===== config.mk =====
export PLATFORM = sky130hd
export DESIGN_NAME = mux_bus_arbiter
export DESIGN_NICKNAME = d
export VERILOG_FILES = /design/src/rtl/mux_bus_arbiter.sv
export SDC_FILE = /design/constraint.sdc
export NUM_CORES = 1
export LEC_CHECK = 0
export ABC_AREA = 1
export BUFFER_PORTS_ARGS = -buffer_cell sky130_fd_sc_hd__buf_4
export CORE_MARGIN = 2
export CORE_UTILIZATION = 49
export DETAILED_ROUTE_END_ITERATION = 6
export GPL_TIMING_DRIVEN = 0
export HOLD_SLACK_MARGIN = 0.02
export PLACE_DENSITY = 0.88
export SYNTH_ARGS = -nofsm -noshare
export SYNTH_HDL_FRONTEND = slang
export SYNTH_SLANG_ARGS = --single-unit

===== constraint.sdc =====
create_clock -name clk -period 2.1 [get_ports clk]
set_input_delay 0.21 -clock clk [delete_from_list [all_inputs] [get_ports clk]]
set_output_delay 0.21 -clock clk [all_outputs]
set_load 0.01 [all_outputs]

===== src/rtl/mux_bus_arbiter.sv =====
// ---------------------------------------------------------------------------
// mux_bus_arbiter
//
// Four-requester round-robin arbiter that owns the select lines of a 4-way
// 16-bit mux tree and gates its output onto a shared 16-bit consumer. Only
// the current grant holder's word reaches `out`. A hold counter bounds how
// long one requester may keep the bus.
//
// Ports
//   clk    in   1   system clock, all state updates on the rising edge
//   reset  in   1   synchronous, active-high reset
//   req    in   4   level request lines, bit i = requester i
//   in_a   in  16   data word of requester 0
//   in_b   in  16   data word of requester 1
//   in_c   in  16   data word of requester 2
//   in_d   in  16   data word of requester 3
//   grant  out  4   registered one-hot grant, all-zero when idle
//   sel    out  2   registered mux select, index of the owner (kept when idle)
//   busy   out  1   registered, equals |grant
//   out    out 16   combinational: selected word while busy, else 16'h0000
//
// Handshake: req[i] is a level. The arbiter samples req only at the rising
// edge; a requester holds req[i] for as long as it wants the bus and sees
// ownership through grant[i]. Dropping req[i] while owning releases the bus
// at the next edge. Every ownership change passes through one grant=0 cycle.
//
// Parameters
//   MAX_HOLD  max consecutive owned cycles before forced revoke, 0 = no limit
//   CNT_W     hold counter width, MAX_HOLD must be below 2**CNT_W
//
// The FSM state is kept in the signal `state` (type state_t) so checkers can
// bind to it directly.
// ---------------------------------------------------------------------------

// Two-input 16-bit mux primitive: y = s ? b : a.
module mux16 (
   input  logic [15:0] a,
   input  logic [15:0] b,
   input  logic        s,
   output logic [15:0] y
);
   assign y = s ? b : a;
endmodule

// Four-input 16-bit mux built from three mux16 primitives.
module mux4way16 (
   input  logic [15:0] a,
   input  logic [15:0] b,
   input  logic [15:0] c,
   input  logic [15:0] d,
   input  logic [1:0]  s,
   output logic [15:0] y
);
   logic [15:0] ab;
   logic [15:0] cd;

   mux16 u_ab  (.a(a),  .b(b),  .s(s[0]), .y(ab));
   mux16 u_cd  (.a(c),  .b(d),  .s(s[0]), .y(cd));
   mux16 u_out (.a(ab), .b(cd), .s(s[1]), .y(y));
endmodule

module mux_bus_arbiter #(
   parameter int MAX_HOLD = 16,
   parameter int CNT_W    = 8
) (
   input  logic        clk,
   input  logic        reset,
   input  logic [3:0]  req,
   input  logic [15:0] in_a,
   input  logic [15:0] in_b,
   input  logic [15:0] in_c,
   input  logic [15:0] in_d,
   output logic [3:0]  grant,
   output logic [1:0]  sel,
   output logic        busy,
   output logic [15:0] out
);

   typedef enum logic {
      IDLE = 1'b0,
      OWN  = 1'b1
   } state_t;

   localparam bit               HOLD_EN   = (MAX_HOLD != 0);
   localparam logic [CNT_W-1:0] HOLD_LAST = CNT_W'(MAX_HOLD - 1);
   localparam logic [CNT_W-1:0] CNT_MAX   = '1;

   state_t           state;
   logic [1:0]       ptr;
   logic [CNT_W-1:0] count;

   logic [1:0]       winner;
   logic             found;
   logic [1:0]       idx;
   logic             release_now;
   logic [15:0]      mux_y;

   // Round-robin scan: ptr+1, ptr+2, ptr+3, then ptr itself, so the last
   // owner has the lowest priority in the next arbitration.
   always_comb begin
      winner = ptr;
      found  = 1'b0;
      idx    = ptr;
      for (int k = 1; k <= 4; k++) begin
         idx = ptr + 2'(k);
         if (!found && req[idx]) begin
            winner = idx;
            found  = 1'b1;
         end
      end
   end

   // The owner leaves at the next edge if it stopped requesting or it has
   // used up its hold budget (count runs 0..MAX_HOLD-1 while owning).
   assign release_now = !req[sel] || (HOLD_EN && (count == HOLD_LAST));

   always_ff @(posedge clk) begin
      if (reset) begin
         state <= IDLE;
         grant <= 4'b0000;
         sel   <= 2'd0;
         busy  <= 1'b0;
         ptr   <= 2'd3;
         count <= '0;
      end else begin
         case (state)
            IDLE: begin
               if (|req) begin
                  grant <= 4'b0001 << winner;
                  sel   <= winner;
                  busy  <= 1'b1;
                  ptr   <= winner;
                  count <= '0;
                  state <= OWN;
               end
            end
            OWN: begin
               // Non-owner requests are deliberately not looked at here;
               // they compete at the next IDLE cycle. sel keeps the owner.
               if (release_now) begin
                  grant <= 4'b0000;
                  busy  <= 1'b0;
                  state <= IDLE;
               end else if (count != CNT_MAX) begin
                  count <= count + CNT_W'(1);
               end
            end
         endcase
      end
   end

   mux4way16 u_mux (
      .a (in_a),
      .b (in_b),
      .c (in_c),
      .d (in_d),
      .s (sel),
      .y (mux_y)
   );

   // sel keeps the last owner while idle, so the output must be gated.
   assign out = busy ? mux_y : 16'h0000;

endmodule


== After elaboration in Yosys (flattened, before gate mapping) ==
Index checks and enable logic that the tools add are counted.
Cells by class
  add/subtract/negate cells: 4
  $lt $le $gt $ge: 5
  reductions and logical operators: 12
  shift-type cells: 1
  mux-type cells: 34
  eq/ne operators: 6
  bitwise logic cells: 1
Operators with widths (count)
  2-to-1 mux 16 bit: 4
  2-to-1 mux 8 bit: 3
  one-hot mux 8 bit (2 select lines): 1
  < comparator 2 x 3 -> 1 bit, second input constant: 5
  2-to-1 mux 1 bit: 12
  binary-select mux 1 bit (select 2 bit): 5
  adder 8 x 1 -> 8 bit, second input constant: 1
  equality test 8 x 4 -> 1 bit, second input constant: 1
  2-to-1 mux 2 bit: 4
  2-to-1 mux 4 bit: 2
  inequality test 8 bit, second input constant: 1
  one-hot mux 4 bit (2 select lines): 1
  adder 2 bit, second input constant: 2
  zero test 1 bit: 4
  inequality test 2 x 1 -> 1 bit, second input constant: 2
  inequality test 2 bit, second input constant: 2
  one-hot mux 1 bit (2 select lines): 2
  AND reduction 2 bit: 2
  OR reduction 4 bit: 1
  left shift 1 x 2 -> 4 bit, first input constant: 1
  logical AND 1 bit: 3
  AND reduction 3 bit: 1
  adder 2 x 1 -> 2 bit, second input constant: 1
  logical OR 1 bit: 1
  NOT 1 bit: 1
Word-level totals
  register bits: 18
  word-level logic and storage cells: 69
  output and inout bits: 23

== Longest topological paths before layout ==
Gate-level depths: netlist of run 1.
  word-level depth: 16
  mapped depth: 14
  gate-level depth less buffers: 13

== Hierarchy ==
From an unflattened synthesis of run 1, not the netlist that was laid out.
Unflattened totals
  cells, all modules: 370
  area, all modules: 2039.5 sq um
By module, submodules not included
  mux_bus_arbiter: area each 1307.5 sq um, cells an instance 214, instances 1
  mux16: area each 244.0 sq um, cells an instance 52, instances 3

== Worst setup path after synthesis of run 1 ==
No wires, ideal clock.
  path type: register -> register
  start point: reg count[0]
  end point: reg count[1]
  data required time: 1984 ps
  path slack: 636 ps
  data arrival time: 1349 ps
  cell stages (with the launch flop): 10
  cells stage by stage: dfxtp_1 > ha_1 > nand2_1 > inv_1 > nand4_1 > nand3_2 > o21ai_4 > nand2_4 > o21ai_1 > nor2_1
On the way
  longest elaborated chain between the ends: 4
RTL lines
  from (decl): RTL line 90  | logic [CNT_W-1:0] count;
  from (signal assigned): RTL line 145  | count <= count + CNT_W'(1);
  adder 8 x 1 -> 8 bit / equality test 8 x 4 -> 1 bit (equally long branches): RTL line 145, 115
  2-to-1 mux 8 bit / logical OR 1 bit (equally long branches): RTL line 144, 115
  2-to-1 mux 8 bit / inequality test 2 bit (equally long branches)
  one-hot mux 8 bit (2 select lines) / AND reduction 3 bit (equally long branches)
Parallel ways exist; a longest one is shown, timed or not. The select of a mux whose other input is x is not followed.
A chain may end at the register's enable or synchronous reset.

== Final worst setup path of run 1 ==
  start point: reg sel[0]
  end point: out out[9]
On the way
  longest elaborated chain between the ends: 3
RTL lines
  from (decl): RTL line 74  | output logic [1:0] sel,
  from (signal assigned): RTL line 130  | sel <= winner;
  2-to-1 mux 16 bit: RTL line 42  | assign y = s ? b : a;
  2-to-1 mux 16 bit (*): RTL line 42
  2-to-1 mux 16 bit (*): RTL line 162  | assign out = busy ? mux_y : 16'h0000;
  to (decl): RTL line 76  | output logic [15:0] out
Mark *: on every way between the ends. The rest lies on a longest branch, timed or not.

==> impl_metrics.env, run 1 <==
export IMPL_core_mm2=0.00339
export IMPL_fin_ws_ps=194
export IMPL_finalSetupTns_ps=0
export IMPL_fmax_ghz=0.525
export IMPL_first_global_vias=1985
export IMPL_cts_setup_buffers=0
export IMPL_clk_path_buf_depth=2
export IMPL_wl_per_cell_um=12.5
export IMPL_synth_seq_cells=18
export IMPL_final_cell_mix="buf_4 (94), nor2_1 (79), nand2_1 (53)"
export IMPL_grtUsageTotal_pct=26.7
export IMPL_slew_violations=0
export IMPL_end_kind="output port"
export IMPL_crit_slowest_cell="clkbuf_1"
export IMPL_ir_drop_v=0.000503
export IMPL_nets=472
export IMPL_syn_avg_cell_area_um2=5.80
export IMPL_clkTransAtPathRegs_ps=90
export IMPL_synthArstFlopShare_pct=0
export IMPL_cts_sinks=18
export IMPL_setup_viol=0
export IMPL_crit_chain="buf_6 -> inv_2 -> clkbuf_1 -> o21ai_0 -> a21oi_1 -> buf_4"
export IMPL_num_vias=2252
export IMPL_ys_flop_type="dfxtp_1"
export IMPL_synth_xor_area_share_pct=2.49
export IMPL_final_common_cell="buf_4"
export IMPL_grt_pass1_wl_um=9020
export IMPL_leakage_nw=1.23
export IMPL_regArea_um2=360
export IMPL_placement_io_buffers=92
export IMPL_n_fill_cell=306
export IMPL_root_buffer="clkbuf_4"
export IMPL_initial_utilization_pct=52.0
export IMPL_die_w_um=64.0
export IMPL_dp_cells=442
export IMPL_cp_top_family="buffers and inverters"
export IMPL_crit_fanout=10
export IMPL_wl_um=5550
export IMPL_drive_above_1_share_pct=34.3
export IMPL_rsz0062_at_grt="false"
export IMPL_cts_tree="done"
export IMPL_ios=93
export IMPL_min_period_ps=1910
export IMPL_insertion_delay_ps=280
export IMPL_cp_data_required_time_ps=1890
export IMPL_detail_route_antenna_nets=0
export IMPL_powerDensity_mw_per_mm2=1090
export IMPL_syn_nets=375
export IMPL_vias_per_cell=5.06
export IMPL_max_stage_delay_ps=370
export IMPL_syn_cell_area_mm2=0.00176
export IMPL_area_delta_synth_final_pct=44.0
export IMPL_rows=21
export IMPL_tightest_slew_ps=547
export IMPL_final_hold_violation_count=0
export IMPL_drc=0
export IMPL_antenna_cells=0
export IMPL_cts_buffers=3
export IMPL_synthMuxAreaShare_pct=0
export IMPL_htree_levels=1
export IMPL_dp_final_hpwl_um=4450
export IMPL_gp_congestion=0.868
export IMPL_synth_compound_area_share_pct=23.9
export IMPL_finalCritPeriodShare_pct=90.7
export IMPL_multi_input_area_mm2=0.00124
export IMPL_fin_worst_skew_ps=0.417
export IMPL_worstSetupStartpointType="flop"
export IMPL_synthSimpleGateAreaFrac_pct=43.1
export IMPL_gr_total_overflow=0
export IMPL_synthDistinctLibCells=32
export IMPL_crit_buf_inv=4
export IMPL_hold_path_class="input port to flop"
export IMPL_max_slew_margin_pct=63.5
export IMPL_synth_edff_count=0
export IMPL_firstDrtPassIters=4
export IMPL_synth_seq_area_share_pct=20.5
export IMPL_die_y_um=64.0
export IMPL_grt_max_degree=11
export IMPL_p_total_mw=2.77
export IMPL_synth_top_family_by_area="simple AND/OR/NAND/NOR gates"
export IMPL_synth_adder_area_share_pct=0.710
export IMPL_die_area_mm2=0.00409
export IMPL_yosysWarnings=0
export IMPL_worstSetupPathType="flop to output port"
export IMPL_status="finished clean"
export IMPL_antenna_found_initial=0
export IMPL_pre_cts_slack_ps=421
export IMPL_final_cells=445
export IMPL_netlist_instances=304
export IMPL_arrival_ps=1700
export IMPL_drv_cap=0
export IMPL_dr_first_iter_drc_count=165
synthesized netlist by cell type (all sizes together), types with 2 or more instances:
| cell type | number | share of area, % |
|---|---|---|
| xor2 | 4 | 2.0 |
| clkinv | 2 | 0.50 |
| buf | 5 | 2.8 |
| clkbuf | 10 | 2.1 |
| nor2 | 81 | 18 |
| o211ai | 2 | 0.85 |
| nand3 | 19 | 6.4 |
| o21ai | 40 | 12 |
| nand2 | 68 | 18 |
| nand4 | 2 | 0.71 |
| dfxtp | 18 | 20 |
| inv | 16 | 4.0 |
| a21oi | 32 | 10 |
final timing paths:
path            start  depth (start not counted)  slack, ps       end
max            sel[0]                          6        190    out[9]
min             reset                          2        110  grant[2]
max reg2reg  count[0]                          9        410  count[2]
min reg2reg  grant[2]                          2        490  grant[2]
registers in the layout (all words and copies together) (netlist names):
register / flops
count: 8
busy: 1
state: 1
ptr: 2
grant: 4
sel: 2
worst reg2reg max path, delay by kind of cell, from the launching register on:
kind / cells / cell delay (ps)
simple gates: 5 / 490
compound gates: 2 / 440
flops: 1 / 350
fa+ha+maj: 1 / 230
buf+inv: 1 / 80
power breakdown:
part | internal [mW] | switching [mW]
clock | 0.0665 | 0.0960
sequential | 0.424 | 0.0567
combinational | 0.846 | 1.28
total | 1.34 | 1.44
logic make-up after synthesis:
kind of cell    after synthesis
xor+xnor                      5
buf+inv                      33
simple gates                172
flops                        18
fa+ha+maj                     1
compound gates               75
per-stage QoR:
step	hold slack, ps	instance area [um2]	utilization (%)
2_1_floorplan	272	1760	-
3_3_place_gp	408	2510	74.0
3_5_place_dp	411	2510	74.0
4_1_cts	108	2530	74.7
5_1_grt	109	2540	74.9
6_report	109	2540	74.9
area by class of cell:
type	instances	share of cell area (%)
multi-input cells	253	48.7
repair buffers	92	27.2
clock buffers	3	0.888
plain buffers	15	3.60
flip-flops and latches	18	14.2
inverters	18	3.11
well taps	46	2.27
timing repair:
action                     in CTS  in global routing
hold buffers                    0                  0
setup endpoints to repair       0                  6
resized for setup               0                  8
routing by layer:
metal	vias to the layer above	track usage, %	routed length [um]	part of all wire [%]
met3	8	3.87	324	5.8
met1	1004	36.3	2550	46
met4	0	5.43	67	1.2
li1	1184	-	-	-
met2	56	44.7	2600	47
met5	-	0	0	0
No activity file was read; power rests on OpenSTA's default activity.
==> inputs of run 2 (changes only) <==
--- a/config.mk
+++ b/config.mk
@@ -6,13 +6,13 @@
 export NUM_CORES = 1
 export LEC_CHECK = 0
 export ABC_AREA = 1
-export BUFFER_PORTS_ARGS = -buffer_cell sky130_fd_sc_hd__buf_4
 export CORE_MARGIN = 2
-export CORE_UTILIZATION = 49
+export CORE_UTILIZATION = 50
 export DETAILED_ROUTE_END_ITERATION = 6
+export DONT_BUFFER_PORTS = 1
 export GPL_TIMING_DRIVEN = 0
 export HOLD_SLACK_MARGIN = 0.02
-export PLACE_DENSITY = 0.88
+export PLACE_DENSITY = 0.67
 export SYNTH_ARGS = -nofsm -noshare
 export SYNTH_HDL_FRONTEND = slang
 export SYNTH_SLANG_ARGS = --single-unit
==> run 2 against run 1 <==
  * Non-clock buffer count down 91
  * Clock power up 3%
  * Critical path depth unchanged
  * Global-route usage down 5.3 points
==> impl_metrics.env, run 2 (synthesis results as in run 1) <==
export IMPL_status="finished clean"
export IMPL_gr_usage_met1_pct=30.7
export IMPL_p_switching_mw=1.33
export IMPL_drv_cap=0
export IMPL_clkTransAtPathRegs_ps=100
export IMPL_seqPwrFrac_pct=20.7
export IMPL_crit_fanout=10
export IMPL_tightest_slew_ps=510
export IMPL_finalSetupTns_ps=0
export IMPL_placement_io_buffers=0
export IMPL_grt_max_degree=11
export IMPL_met3_usage_pct=3.39
export IMPL_insertion_delay_ps=290
export IMPL_root_buffer="clkbuf_4"
export IMPL_cts_buffers=3
export IMPL_postLayoutCoreUtil_pct=55.1
export IMPL_leakage_nw=0.776
export IMPL_cts_setup_buffers=0
export IMPL_nets=381
export IMPL_worstSetupPathType="flop to output port"
export IMPL_antenna_cells=0
export IMPL_gp_congestion=0.827
export IMPL_drive_above_1_share_pct=13.6
export IMPL_grtUsageTotal_pct=21.4
export IMPL_cts_tree="done"
export IMPL_largest_register_ffs=8
export IMPL_htree_levels=1
export IMPL_finalCritPeriodShare_pct=91.4
export IMPL_antenna_found_initial=0
export IMPL_powerDensity_mw_per_mm2=1300
export IMPL_wl_um=4340
export IMPL_wl_per_cell_um=12.3
export IMPL_area_delta_synth_final_pct=5.18
export IMPL_core_mm2=0.00336
export IMPL_worstSetupStartpointType="flop"
export IMPL_initial_utilization_pct=52.4
export IMPL_dr_first_iter_drc_count=96
export IMPL_cp_data_required_time_ps=1890
export IMPL_met2_usage_pct=33.0
export IMPL_setup_viol=0
export IMPL_ios=93
export IMPL_final_hold_violation_count=0
export IMPL_max_slew_margin_pct=66.0
export IMPL_rsz0062_at_grt="false"
export IMPL_p_sw_share_pct=55.1
export IMPL_arrival_ps=1710
export IMPL_pwr_share_clk_pct=6.9
export IMPL_rows=21
export IMPL_grt_pass1_wl_um=7240
export IMPL_dp_final_hpwl_um=3340
export IMPL_first_global_vias=1629
export IMPL_gr_total_overflow=0
export IMPL_end_kind="output port"
export IMPL_fin_worst_skew_ps=4.03
export IMPL_min_period_ps=1920
export IMPL_clk_path_buf_depth=2
export IMPL_drc=0
export IMPL_final_cell_mix="nor2_1 (79), nand2_1 (53), o21ai_0 (34)"
export IMPL_fmax_ghz=0.521
export IMPL_ir_drop_v=0.000525
export IMPL_cts_sinks=18
export IMPL_combPwrFrac_pct=72.4
export IMPL_slew_violations=0
export IMPL_hold_ws_ps=85.6
export IMPL_vias_per_cell=5.29
export IMPL_regMostFlops="count"
export IMPL_p_int_mw=1.08
export IMPL_detail_route_antenna_nets=0
export IMPL_die_area_mm2=0.00401
export IMPL_hold_path_class="input port to flop"
export IMPL_final_common_cell="nor2_1"
export IMPL_num_vias=1872
export IMPL_firstDrtPassIters=4
export IMPL_die_y_um=63.4
export IMPL_p_total_mw=2.41
export IMPL_busiest_layer="met2"
export IMPL_reg_largest_list="count: 8 flops, grant: 4 flops"
export IMPL_die_w_um=63.4
[run 2: final timing paths]
kind	slack, ps	cells after the start	end	start
hold reg to reg	520	2	count[4]	count[4]
setup reg to reg	390	9	count[1]	count[0]
hold / removal	90	2	ptr[1]	reset
setup / recovery	180	6	out[13]	sel[0]
[run 2: stage by stage]
| step | cells | setup slack, ps | cell area, um2 |
|---|---|---|---|
| after floorplan | 304 | 636 | 1760 |
| after global placement | 350 | 397 | 1820 |
| after detailed placement | 350 | 413 | 1820 |
| after CTS | 354 | 147 | 1850 |
| after global routing | 354 | 23.3 | 1850 |
| final | 354 | 181 | 1850 |
[run 2: worst max-delay path, stage by stage, from the launching register on]
cell	delay, ps
dfxtp_1	350
buf_6	140
clkbuf_1	360
nor2_1	90
nor2_1	90
o21ai_0	90
a21oi_1	290
[run 2: timing repair]
| item | 4_1_cts | 5_1_grt |
|---|---|---|
| setup endpoints to repair | 0 | 2 |
| gates resized for setup | 0 | 2 |
| hold buffers | 1 | 0 |
| hold endpoints to repair | 2 | 0 |
[run 2: final cells by class]
cell class | count | area [um2]
flip-flops and latches | 18 | 360
fillers | 362 | 1510
multi-input cells | 253 | 1240
repair buffers | 1 | 10.0
plain buffers | 15 | 87.6
well taps | 46 | 57.6
inverters | 18 | 78.8
clock buffers | 3 | 22.5
[run 2: power groups by stage]
stage	clock network (mW)	logic (mW)	registers, mW
after CTS	0.173	1.74	0.501
after global routing	0.188	1.98	0.513
after detailed placement	0	1.73	0.509
final	0.167	1.75	0.500
after global placement	0	1.72	0.509
after floorplan	0	1.46	0.499
[run 2: routing by layer]
metal	wire, um	vias up
met1	2060	807
met4	23	0
li1	-	1000
met2	1970	63
met3	287	2
met5	0	-
==> inputs of run 3 (changes only) <==
==> constraint.sdc (replaced) <==
create_clock -name clk -period 1.91 [get_ports clk]
set_input_delay 0.191 -clock clk [delete_from_list [all_inputs] [get_ports clk]]
set_output_delay 0.191 -clock clk [all_outputs]
set_load 0.01 [all_outputs]
==> run 3 against run 2 <==
  * Final cell count unchanged
  * Global-route usage is essentially flat
  * Design area rose by 0.94%
  * Critical endpoint is now out[6]
  * Largest power group unchanged
  * Largest cell class unchanged
  * Clock power up 10%
  * Clock-buffer cell count unchanged
  * Sequential power is 10% higher
==> impl_metrics.env, run 3 (synthesis results as in run 1) <==
export IMPL_status="finished clean"
export IMPL_crit_fanout=10
export IMPL_final_hold_violation_count=0
export IMPL_regMostFlops="count"
export IMPL_r2r_start="count[0]"
export IMPL_detail_route_antenna_nets=0
export IMPL_dp_cells=350
export IMPL_leakage_nw=0.791
export IMPL_die_area_mm2=0.00401
export IMPL_finalCritPeriodShare_pct=93.3
export IMPL_fmax_ghz=0.561
export IMPL_nets=381
export IMPL_stdcell_area_mm2=0.00187
export IMPL_firstDrtPassIters=4
export IMPL_n_fill_cell=361
export IMPL_place_area_mm2=0.00182
export IMPL_die_w_um=63.4
export IMPL_startpoint="sel[1]"
export IMPL_grtUsageTotal_pct=21.4
export IMPL_antenna_cells=0
export IMPL_final_common_cell="nor2_1"
export IMPL_first_global_vias=1640
export IMPL_clk_path_buf_depth=2
export IMPL_insertion_delay_ps=290
export IMPL_postLayoutCoreUtil_pct=55.6
export IMPL_cp_top_family="buffers and inverters"
export IMPL_slew_violations=0
export IMPL_initial_utilization_pct=52.4
export IMPL_arrival_ps=1590
export IMPL_pre_cts_slack_ps=223
export IMPL_crit_chain="buf_6 -> clkinv_2 -> clkbuf_2 -> nor2_1 -> o21ai_0 -> a21oi_1"
export IMPL_htree_levels=1
export IMPL_crit_buf_inv=3
export IMPL_drc=0
export IMPL_largest_register_ffs=8
export IMPL_clkTransAtPathRegs_ps=100
export IMPL_dp_final_hpwl_um=3340
export IMPL_worstSetupStartpointType="flop"
export IMPL_rrSetupSlack_ps=200
export IMPL_powerDensity_mw_per_mm2=1430
export IMPL_min_to="ptr[1]"
export IMPL_ir_drop_v=0.000577
export IMPL_grt_pass1_wl_um=7250
export IMPL_dr_first_iter_drc_count=115
export IMPL_hold_ws_ps=63.0
export IMPL_placement_io_buffers=0
export IMPL_core_mm2=0.00336
export IMPL_root_buffer="clkbuf_4"
export IMPL_drv_cap=0
export IMPL_hold_path_class="input port to flop"
export IMPL_worstSetupPathType="flop to output port"
export IMPL_antenna_found_initial=0
export IMPL_cts_sinks=18
export IMPL_multi_input_area_mm2=0.00125
export IMPL_gr_total_overflow=0
export IMPL_ios=93
export IMPL_fin_worst_skew_ps=3.64
export IMPL_cts_tree="done"
export IMPL_rr_worst_depth=9
export IMPL_regArea_um2=360
export IMPL_wl_per_cell_um=12.2
export IMPL_end_kind="output port"
export IMPL_worstHoldStart="reset"
export IMPL_cts_setup_buffers=0
export IMPL_max_stage_delay_ps=350
export IMPL_final_cells=354
export IMPL_max_slew_margin_pct=64.4
export IMPL_tightest_slew_ps=535
export IMPL_vias_per_cell=5.31
export IMPL_area_delta_synth_final_pct=6.18
export IMPL_die_y_um=63.4
export IMPL_drive_above_1_share_pct=16.2
export IMPL_crit_slowest_cell="dfxtp_1"
export IMPL_cts_buffers=3
export IMPL_worstReg2RegEnd="count[1]"
export IMPL_wl_um=4310
export IMPL_rows=21
export IMPL_final_cell_mix="nor2_1 (79), nand2_1 (53), o21ai_0 (34)"
export IMPL_setup_viol=0
export IMPL_min_period_ps=1780
export IMPL_gp_congestion=0.827
export IMPL_grt_max_degree=11
export IMPL_reg_largest_list="count: 8 flops, grant: 4 flops"
export IMPL_holdPathStages=2
export IMPL_num_vias=1881
export IMPL_cp_data_required_time_ps=1720
export IMPL_fin_ws_ps=128
[run 3: cell types whose count changed in the layout (fill, tap and decap cells not counted), sizes merged]
cell	delta
clkbuf	-1
buf	+1
[run 3: power breakdown]
group / total [mW] / switching [mW] / internal [mW]
clock network: 0.184 / 0.111 / 0.0733
registers: 0.550 / 0.0829 / 0.467
logic: 1.95 / 1.28 / 0.668
total: 2.68 / 1.47 / 1.21
[run 3: layout make-up]
cell class | instances | share of cell area (%)
multi-input cells | 253 | 66.7
flip-flops and latches | 18 | 19.3
plain buffers | 15 | 5.02
inverters | 18 | 4.21
well taps | 46 | 3.08
clock buffers | 3 | 1.20
repair buffers | 1 | 0.535
[run 3: how the worst max path moves through the flow]
stage / to / cells past startpoint
after floorplan: count[1] / 9
after global placement: count[1] / 9
after detailed placement: count[1] / 9
after CTS: out[13] / 6
after global routing: out[15] / 5
final: out[6] / 6
[run 3: layer usage]
metal	global-route usage, %	share of wire [%]	vias up
met4	5.71	0.53	0
met2	33.3	46	77
met1	30.6	46	801
met3	3.39	7.6	2
met5	0	0	-
li1	-	-	1001
[run 3: through the flow]
step / setup TNS [ps] / total power, mW
CTS: 0 / 2.66
global route: -12.5 / 2.98
floorplan: 0 / 2.15
detailed placement: 0 / 2.46
finish: 0 / 2.68
global placement: 0 / 2.45
[run 3: repair_timing]
action	in CTS	in global routing
gates resized for setup	1	14
hold buffers	1	0
endpoints found under the hold margin	2	0
setup endpoints to repair	4	16
